### src/rtl/mem_responder.sv
// mem_responder
// Bridges a 32-bit word-oriented memory controller to an external 16-bit
// asynchronous SRAM. Each word access is split into a low half-word and a
// high half-word. The read and write strobes are stretched by WAIT_CYCLES
// extra clocks.
//
// Ports
//   clk, rst        system clock, asynchronous active-high reset
//   addr            32-bit word address from the controller
//   fromCPU         write data, valid while wRAM is high
//   wRAM            write request level, held by the controller until saverdy
//   readstart       one-cycle read request pulse (addr valid in that cycle only)
//   toCPU           read data word
//   readrdy         one-cycle pulse, toCPU valid
//   saverdy         one-cycle pulse, write complete
//   overrun         sticky flag, a read request arrived while busy
//   sram_addr       half-word address to the SRAM
//   sram_dq_out     write data to the SRAM
//   sram_dq_in      read data from the SRAM
//   sram_dq_oe      drive enable for the external tristate buffer
//   sram_ce_n/oe_n/we_n  active-low SRAM strobes
module mem_responder #(
    parameter int WAIT_CYCLES = 2
) (
    input  logic        clk,
    input  logic        rst,
    input  logic [14:0] addr,
    input  logic [31:0] fromCPU,
    input  logic        wRAM,
    input  logic        readstart,
    output logic [31:0] toCPU,
    output logic        readrdy,
    output logic        saverdy,
    output logic        overrun,
    output logic [15:0] sram_addr,
    output logic [15:0] sram_dq_out,
    input  logic [15:0] sram_dq_in,
    output logic        sram_dq_oe,
    output logic        sram_ce_n,
    output logic        sram_oe_n,
    output logic        sram_we_n
);

    typedef enum logic [2:0] {
        IDLE, RD_LO, RD_HI, RDY, WR_LO, WR_HI, WDONE
    } state_t;

    // Last phase-counter value of a read half, of a write half, and of the
    // write-enable strobe window inside a write half.
    localparam logic [4:0] RD_LAST     = 5'(WAIT_CYCLES);
    localparam logic [4:0] WR_LAST     = 5'(WAIT_CYCLES + 2);
    localparam logic [4:0] STROBE_LAST = 5'(WAIT_CYCLES + 1);

    state_t      state, state_next;
    logic [4:0]  cnt, cnt_next;
    logic [14:0] addr_l, addr_l_next;
    logic [31:0] data_l, data_l_next;

    logic [31:0] to_cpu_next;
    logic        readrdy_next, saverdy_next, overrun_next;
    logic [15:0] sram_addr_next, sram_dq_out_next;
    logic        dq_oe_next, ce_n_next, oe_n_next, we_n_next;

    // State, latches and every output are registered together, so the
    // SRAM pins change only on clock edges.
    always_ff @(posedge clk or posedge rst) begin
        if (rst) begin
            state       <= IDLE;
            cnt         <= '0;
            addr_l      <= '0;
            data_l      <= '0;
            toCPU       <= '0;
            readrdy     <= 1'b0;
            saverdy     <= 1'b0;
            overrun     <= 1'b0;
            sram_addr   <= '0;
            sram_dq_out <= '0;
            sram_dq_oe  <= 1'b0;
            sram_ce_n   <= 1'b1;
            sram_oe_n   <= 1'b1;
            sram_we_n   <= 1'b1;
        end else begin
            state       <= state_next;
            cnt         <= cnt_next;
            addr_l      <= addr_l_next;
            data_l      <= data_l_next;
            toCPU       <= to_cpu_next;
            readrdy     <= readrdy_next;
            saverdy     <= saverdy_next;
            overrun     <= overrun_next;
            sram_addr   <= sram_addr_next;
            sram_dq_out <= sram_dq_out_next;
            sram_dq_oe  <= dq_oe_next;
            sram_ce_n   <= ce_n_next;
            sram_oe_n   <= oe_n_next;
            sram_we_n   <= we_n_next;
        end
    end

    // Next-state logic. A read beats a simultaneous write in IDLE. The write
    // is picked up later because the controller keeps wRAM asserted.
    always_comb begin
        state_next  = state;
        cnt_next    = cnt;
        addr_l_next = addr_l;
        data_l_next = data_l;
        case (state)
            IDLE: begin
                cnt_next = '0;
                if (readstart) begin
                    state_next  = RD_LO;
                    addr_l_next = addr;
                end else if (wRAM) begin
                    state_next  = WR_LO;
                    addr_l_next = addr;
                    data_l_next = fromCPU;
                end
            end
            RD_LO, RD_HI: begin
                if (cnt == RD_LAST) begin
                    state_next = (state == RD_LO) ? RD_HI : RDY;
                    cnt_next   = '0;
                end else begin
                    cnt_next = cnt + 5'd1;
                end
            end
            RDY: state_next = IDLE;
            WR_LO, WR_HI: begin
                if (cnt == WR_LAST) begin
                    state_next = (state == WR_LO) ? WR_HI : WDONE;
                    cnt_next   = '0;
                end else begin
                    cnt_next = cnt + 5'd1;
                end
            end
            WDONE: begin
                // Wait for wRAM to drop so a held request is not taken twice.
                if (!wRAM) state_next = IDLE;
            end
            default: begin
                state_next = IDLE;
                cnt_next   = '0;
            end
        endcase
    end

    // Output logic. Each output is computed from the state and counter the
    // design moves into, so the registered outputs line up with that state.
    // toCPU captures the SRAM data on the last edge of each read half.
    always_comb begin
        to_cpu_next      = toCPU;
        sram_addr_next   = sram_addr;
        sram_dq_out_next = sram_dq_out;
        dq_oe_next       = 1'b0;
        ce_n_next        = 1'b1;
        oe_n_next        = 1'b1;
        we_n_next        = 1'b1;
        readrdy_next     = (state_next == RDY);
        saverdy_next     = (state_next == WDONE) && (state != WDONE);
        overrun_next     = overrun | (readstart && (state != IDLE));

        if (state == RD_LO && cnt == RD_LAST) to_cpu_next[15:0]  = sram_dq_in;
        if (state == RD_HI && cnt == RD_LAST) to_cpu_next[31:16] = sram_dq_in;

        case (state_next)
            RD_LO, RD_HI: begin
                ce_n_next      = 1'b0;
                oe_n_next      = 1'b0;
                sram_addr_next = {addr_l_next, (state_next == RD_HI)};
            end
            WR_LO, WR_HI: begin
                ce_n_next        = 1'b0;
                dq_oe_next       = 1'b1;
                sram_addr_next   = {addr_l_next, (state_next == WR_HI)};
                sram_dq_out_next = (state_next == WR_HI) ? data_l_next[31:16]
                                                         : data_l_next[15:0];
                // First cycle is address/data setup, last cycle is hold.
                we_n_next = !((cnt_next >= 5'd1) && (cnt_next <= STROBE_LAST));
            end
            default: ;
        endcase
    end

endmodule

### config.mk
export PLATFORM = sky130hd
export DESIGN_NAME = mem_responder
export DESIGN_NICKNAME = d
export VERILOG_FILES = /design/src/rtl/mem_responder.sv
export SDC_FILE = /design/constraint.sdc
export NUM_CORES = 1
export LEC_CHECK = 0
export BUFFER_PORTS_ARGS = -buffer_cell sky130_fd_sc_hd__buf_2
export CAP_MARGIN = 40
export CORE_AREA = 2 2 112 114
export CTS_CLUSTER_DIAMETER = 120
export DETAILED_ROUTE_END_ITERATION = 12
export DIE_AREA = 0 0 114 116
export HOLD_SLACK_MARGIN = 0.03
export PLACE_DENSITY = 0.73
export SLEW_MARGIN = 0
export SYNTH_ARGS = -nofsm -noshare
export SYNTH_HDL_FRONTEND = slang
export SYNTH_SLANG_ARGS = --single-unit
### constraint.sdc
create_clock -name clk -period 5.22 [get_ports clk]
set_input_delay 1.044 -clock clk [delete_from_list [all_inputs] [get_ports clk]]
set_output_delay 1.044 -clock clk [all_outputs]
set_load 0.01 [all_outputs]
==> metrics.md, run 1 <==
| Metric | Value |
|---|---|
| Number of antenna-violating nets in the routed design | 0 |
| Fraction of synthesized cell area taken by the top area cell type | 0.581 |
| Number of synthesized register bits | 126 |
| Number of buffers inserted during clock tree synthesis | 17 |
| Final non-filler cell area | 6670 sq um |
| Die area | 13200 sq um |
| Tightest Hold Check Type | flip-flop to flip-flop |
| All-layer global routing usage | 0.172 |
| H-tree depth | 4 |
| Port Buf Inserts | 137 |
| Static leakage power | 0.00315 uW |
| Average instance area after synthesis | 13.8 sq um |
| Fraction of final layout cells sized beyond drive strength 1 | 0.515 |
| Net count of the mapped netlist | 453 |
| Worst Setup Path Type | flip-flop to flip-flop |
| Cts repair resizes | 0 |
| Iteration count of the initial detailed-routing pass | 4 |
| Number of synthesized flops with an enable pin | 0 |
| Drt via density | 5.10 |
| Largest voltage drop on the vdd net | 0.343 mV |
| Worst Hold Margin | 0.454 ns |
| Share of flip-flops with an asynchronous set or reset after synthesis | 1.00 |
| Transition time at the pin with the least slew margin | 0.845 ns |
| Arrival time of the worst setup path | 3.66 ns |
| Reg-to-reg startpoint | cnt[0] |
| Total power draw | 4500 uW |
| Shortest clock period the worst path allows after layout | 3.39 ns |
| Total power divided by cell area | 675 nW/um^2 |
| # DRC | 0 |
| Maximum count of clock buffers along a single path | 2 |
| Crit path required time | 5.49 ns |
| Number of warnings issued by yosys | 0 |
| Top post-synthesis cells by count | dfrtp_1 (123), mux2_2 (93), nand2_1 (30) |
| Length in cells of the worst reg-to-reg path | 8 |
| Wire length after detailed routing | 10700 microns |
| CTS clk-pin slew, worst paths | 0.05 ns |
| Mapped Area | 5300 sq um |
| Number of antenna violations at the first check in global routing | 0 |
| Hold Path Sink | overrun |
| Area overhead of the layout relative to synthesis | 25.8% |
| Largest net degree at the start of global routing | 69 |
| Width of the chip | 114 microns |
| Vias in the first global route | 3669 |
| CTS Sinks | 126 |
| Most area-consuming cells after synthesis | dfrtp_1 (58%), mux2_2 (20%), mux2i_1 (3.2%) |
| Ports placed on the boundary | 138 |
| Number of hold violations in the final report | 0 |
| Most common cell in the netlist | dfrtp_1 |
| Core Area | 11900 sq um |
| Number of design-rule violations left by the first detailed-router iteration | 103 |
| Die extent in y | 116 microns |
| Vias after detailed routing | 3496 |
| Final worst path period share | 0.650 |
| Final RePlAce weighted congestion | 0.800 |
| Library cell used as clock root buffer | clkbuf_16 |
| Worst relative slew slack | 0.436 |
| Grt total ovfl | 0 |
| Accumulated negative setup slack | 0 ns |
| Syn Inst Count | 383 |
| Unrepaired setup endpoints after global routing | no |
| Placed cell area | 6120 sq um |
| Fmax achieved | 0.295 GHz |
| Status | finished clean |
| Final layout net count | 595 |
| Startpoint class of the critical path | flip-flop |
| Cell taking the most area after synthesis | dfrtp_1 |
| End of the worst register-to-register path | sram_dq_out[12] |
| Endpoint class of the critical path | flip-flop |
| Count of cell types in the netlist | 56 |
| Reg-to-reg setup timing slack | 1.83 ns |
| WL/cell | 15.6 microns |
| CTS Hold Bufs | 0 |
| Hold path cells | 1 |
| Wire length of the first global-routing pass | 17400 microns |
| Setup-failing EPs final | 0 |
| Post CTS Setup Buffer Count | 0 |
| Share of the yosys chip area belonging to registers | 0.596 |
| Total count of max-transition violations in the final report | 0 |
| Initial core utilization | 0.445 |
| CTS tree | done |
| Count of standard-cell rows | 40 |
| Number of violations of the max-capacitance limit | 0 |
| Final HPWL DP | 7590 microns |
| Maximum net fanout on the critical path | 19 |
| Insertion delay to the later sink of the worst-skew pair | 0.40 ns |
| Layout Skew | 0.00962 ns |
| Dominant register cell in the synthesized netlist | dfrtp_1 |
| Number of diodes added for antenna fixing | 0 |
| Start point of the worst hold path | overrun |
-- layout make-up --
type / count / area (sq um)
Clock inverter: 7 / 65.1
Clock buffer: 25 / 475
Multi-Input combinational cell: 228 / 1990
Tap cell: 147 / 184
Inverter: 9 / 36.3
Sequential cell: 126 / 3160
Fill cell: 1011 / 5250
Timing Repair Buffer: 143 / 758
-- per-stage QoR --
| stage | setup slack [ns] | utilization | cells |
|---|---|---|---|
| 5_1_grt | 1.62 | 0.560 | 685 |
| 3_3_place_gp | 1.80 | 0.511 | 651 |
| 4_1_cts | 1.83 | 0.560 | 685 |
| 2_1_floorplan | 0.825 | - | 383 |
| 6_report | 1.83 | 0.560 | 685 |
| 3_5_place_dp | 1.84 | 0.514 | 653 |
-- critical path: stages (launching register included) --
cell	delay [ns]
dfrtp_1	0.44
inv_1	0.13
ha_1	0.16
nor4b_2	0.57
and3_1	0.82
or3_1	0.60
buf_8	0.23
mux2i_1	0.22
o21ai_0	0.09
-- layout by cell type, fill, tap and decap left out, drive strengths merged, types with 2 or more instances in the layout --
cell | Yosys | layout
buf | 14 | 143
a211oi | 2 | 2
clkinvlp | 0 | 2
mux2i | 17 | 17
nor2 | 4 | 4
inv | 8 | 8
or4b | 2 | 2
clkbuf | 6 | 25
nand3 | 7 | 7
dfstp | 3 | 3
mux2 | 94 | 94
nand2 | 31 | 31
a21o | 2 | 2
dfrtp | 123 | 123
o21ai | 18 | 18
a21oi | 9 | 9
or3 | 2 | 2
clkinv | 1 | 5
a31oi | 2 | 2
and2 | 3 | 3
o221ai | 3 | 3
ha | 3 | 3
nor2b | 3 | 3
o211ai | 2 | 2
-- kinds of logic after synthesis --
group / Yosys count / share of synthesized area
AO/OA/AOI/OAI: 49 / 0.0645
XOR/XNOR: 2 / 0.00331
adder cells (fa/ha/maj): 4 / 0.00897
buffers and inverters: 29 / 0.0312
flip-flops: 126 / 0.596
multiplexers: 111 / 0.232
AND/OR/NAND/NOR: 62 / 0.0645
-- power by group --
part	total (uW)	internal [uW]	switching, uW
Clock	1070	676	390
Sequential	1690	1450	236
Combinational	1750	868	878
-- registers in the layout (all words and copies together), names as in the netlist --
signal	cells
overrun	1
state	3
addr_l	15
toCPU	32
readrdy	1
sram_we_n	1
data_l	32
sram_oe_n	1
cnt	5
sram_ce_n	1
saverdy	1
sram_addr	16
sram_dq_oe	1
sram_dq_out	16
-- routing by layer --
layer / up-vias / track usage / routed length (microns)
met5: - / 0 / 0
met3: 16 / 0.0633 / 570
li1: 1648 / - / -
met4: 0 / 0.0740 / 231
met2: 92 / 0.286 / 5590
met1: 1740 / 0.202 / 4330
-- worst max-delay path by stage --
stage / end / from
final: sram_dq_out[12] / cnt[0]
after global routing: sram_dq_out[12] / cnt[0]
after CTS: sram_dq_out[12] / cnt[0]
after detailed placement: sram_dq_out[9] / cnt[0]
after global placement: sram_dq_out[12] / cnt[0]
after floorplan: addr_l[0] / rst
Power figures use the tool's default switching activity.
==> inputs of run 2 (changes only) <==
==> constraint.sdc (replaced) <==
create_clock -name clk -period 3.55 [get_ports clk]
set_input_delay 0.71 -clock clk [delete_from_list [all_inputs] [get_ports clk]]
set_output_delay 0.71 -clock clk [all_outputs]
set_load 0.01 [all_outputs]
==> run 2 against run 1 <==
Compared with the run above:
- core utilization up 0.14 points
- register-to-register slack worse by 1.1 ns
- die area unchanged
- global-route usage up 0.38 points
- routed wire length up 3.5%
- via count up 2.2%
- final cell count down 0.29%
- clock-buffer cell count down 1
==> metrics.md, run 2 (same netlist as run 1, synthesis figures left out) <==
| Metric | Value |
|---|---|
| Reg-to-reg setup timing slack | 0.69 ns (was 1.83 ns) |
| Net switching power of the design | 2250 uW (was 1500 uW) |
| Hold Path Sink | overrun (unchanged) |
| Internal power summed over all cells | 4490 uW (was 3000 uW) |
| Endpoint class of the critical path | flip-flop (unchanged) |
| All-layer global routing usage | 0.176 (was 0.172) |
| Number of diodes added for antenna fixing | 0 (unchanged) |
| H-tree depth | 4 (unchanged) |
| Unrepaired setup endpoints after global routing | no (unchanged) |
| Placed cells | 653 (unchanged) |
| Initial core utilization | 0.445 (unchanged) |
| Final RePlAce weighted congestion | 0.793 (was 0.800) |
| Sw frac | 0.334 (about the same) |
| Worst setup startpoint | state[2] (was cnt[0]) |
| Worst Setup Path Type | flip-flop to flip-flop (unchanged) |
| Accumulated negative setup slack | 0 ns (unchanged) |
| Iteration count of the initial detailed-routing pass | 4 (unchanged) |
| Status | finished clean (unchanged) |
| Arrival time of the worst setup path | 3.15 ns (was 3.66 ns) |
| Width of the chip | 114 microns (unchanged) |
| Proportion of power drawn by the clock network | 0.243 (was 0.237) |
| Port Buf Inserts | 137 (unchanged) |
| Combinational share of power | 0.386 (was 0.388) |
| Crit path required time | 3.84 ns (was 5.49 ns) |
| Layout Skew | 0.00680 ns (was 0.00962 ns) |
| Post CTS Setup Buffer Count | 0 (unchanged) |
| Vias after detailed routing | 3574 (was 3496) |
| Fraction of final layout cells sized beyond drive strength 1 | 0.515 (about the same) |
| Wire length on met2 | 5780 microns (was 5590 microns) |
| Number of antenna violations at the first check in global routing | 0 (unchanged) |
| Final HPWL DP | 7560 microns (was 7590 microns) |
| Number of hold violations in the final report | 0 (unchanged) |
| Reg-to-reg startpoint | state[2] (was cnt[0]) |
| Vias in the first global route | 3656 (was 3669) |
| Ports placed on the boundary | 138 (unchanged) |
| Wire length of the first global-routing pass | 17700 microns (was 17400 microns) |
| Fill count | 1027 (was 1011) |
| CTS tree | done (unchanged) |
| Post-route insts no fill | 683 (was 685) |
| Worst path max stage delay | 0.71 ns (was 0.82 ns) |
| Drt via density | 5.23 (was 5.10) |
| Transition time at the pin with the least slew margin | 0.645 ns (was 0.845 ns) |
| Number of design-rule violations left by the first detailed-router iteration | 194 (was 103) |
| Cell with the largest stage delay on the worst path | dfrtp_1 (was and3_1) |
| Relative contribution of sequential cells to total power | 0.370 (was 0.375) |
| CTS Hold Bufs | 0 (unchanged) |
| Count of standard-cell rows | 40 (unchanged) |
| WL met3 | 654 microns (was 570 microns) |
| Tightest Hold Check Type | flip-flop to flip-flop (unchanged) |
| # DRC | 0 (unchanged) |
| Biggest registers after layout | data_l x32, toCPU x32 (unchanged) |
| Startpoint class of the critical path | flip-flop (unchanged) |
| Number of violations of the max-capacitance limit | 0 (unchanged) |
| Maximum count of clock buffers along a single path | 2 (unchanged) |
| Largest net degree at the start of global routing | 127 (was 69) |
| Placed cell area | 6120 sq um (about the same) |
| Number of antenna-violating nets in the routed design | 0 (unchanged) |
| Insertion delay to the later sink of the worst-skew pair | 0.41 ns (was 0.40 ns) |
| Static leakage power | 0.00316 uW (was 0.00315 uW) |
| Length in cells of the worst reg-to-reg path | 5 (was 8) |
| Shortest clock period the worst path allows after layout | 2.86 ns (was 3.39 ns) |
| Final non-filler cell area | 6680 sq um (was 6670 sq um) |
| Cts repair resizes | 0 (unchanged) |
| Fmax achieved | 0.350 GHz (was 0.295 GHz) |
| Grt total ovfl | 0 (unchanged) |
| Number of buffers inserted during clock tree synthesis | 17 (unchanged) |
| Worst Path Buf+Inv | 1 (was 2) |
| Total power divided by cell area | 1010 nW/um^2 (was 675 nW/um^2) |
| End of the worst register-to-register path | sram_addr[10] (was sram_dq_out[12]) |
| Die extent in y | 116 microns (unchanged) |
| Most frequent cells in the layout | buf_2 (137), dfrtp_1 (123), mux2_2 (93) (unchanged) |
| Area overhead of the layout relative to synthesis | 26.1% (was 25.8%) |
| CTS Sinks | 126 (unchanged) |
| DRT met1 WL | 4350 microns (was 4330 microns) |
| Maximum net fanout on the critical path | 19 (unchanged) |
| Start point of the worst hold path | overrun (unchanged) |
| WL/cell | 16.2 microns (was 15.6 microns) |
| Hold path cells | 1 (unchanged) |
| Wire length after detailed routing | 11100 microns (was 10700 microns) |
| Library cell used as clock root buffer | clkbuf_16 (unchanged) |
| Worst relative slew slack | 0.570 (was 0.436) |
| Setup-failing EPs final | 0 (unchanged) |
| Total count of max-transition violations in the final report | 0 (unchanged) |
| Largest voltage drop on the vdd net | 0.461 mV (was 0.343 mV) |
| Family with the most delay on the worst path | flip-flops (was simple AND/OR/NAND/NOR gates) |
| Final worst path period share | 0.805 (was 0.650) |
| Die area | 13200 sq um (unchanged) |
| Highest metal layer with signal wires | met4 (unchanged) |
| Cell-by-cell trace of the critical path | clkinv_1, nand3_2, nand4_1, o21ai_4, mux2_2 (was inv_1, ha_1, nor4b_2, and3_1, or3_1, buf_8, mux2i_1, o21ai_0) |
| Core Area | 11900 sq um (unchanged) |
| Final layout net count | 595 (unchanged) |
| CTS clk-pin slew, worst paths | 0.05 ns (about the same) |
| Leading cell type in the layout, fill and taps excluded | buf_2 (unchanged) |
| Total power draw | 6740 uW (was 4500 uW) |
==> run 2: area by class of cell <==
| cell class | instances | area (sq um) | area share |
|---|---|---|---|
| Timing Repair Buffer | 143 | 756 | 0.113 |
| Tap cell | 147 | 184 | 0.0275 |
| Multi-Input combinational cell | 228 | 1990 | 0.298 |
| Sequential cell | 126 | 3160 | 0.472 |
| Inverter | 9 | 37.5 | 0.00562 |
| Clock buffer | 24 | 472 | 0.0706 |
| Clock inverter | 6 | 86.3 | 0.0129 |
==> run 2: power groups by stage <==
stage | clock (uW) | combinational (uW) | sequential [uW]
after detailed placement | 0 | 2620 | 2510
after CTS | 1670 | 2640 | 2500
after floorplan | 0 | 1770 | 2570
final | 1640 | 2600 | 2490
after global routing | 1740 | 2880 | 2570
after global placement | 0 | 2520 | 2470
==> run 2: worst max path at each step <==
stage	to	cells after the start
floorplan	sram_addr[9]	6
finish	sram_addr[10]	5
global placement	sram_addr[6]	5
detailed placement	sram_dq_out[1]	8
CTS	sram_addr[14]	5
global route	sram_addr[11]	5
==> run 2: stage by stage <==
step                setup WS (ns)  hold WS, ns  utilization
finish                      0.694        0.468        0.561
global route                0.442        0.493        0.561
CTS                         0.687        0.467        0.561
detailed placement          0.714        0.447        0.514
global placement            0.805        0.439        0.514
floorplan                    1.19        0.468            -
==> run 2: metal layers <==
metal / global-route usage / vias to the layer above
li1: - / 1652
met1: 0.199 / 1785
met2: 0.297 / 112
met3: 0.0570 / 25
met4: 0.0935 / 0
met5: 0 / -
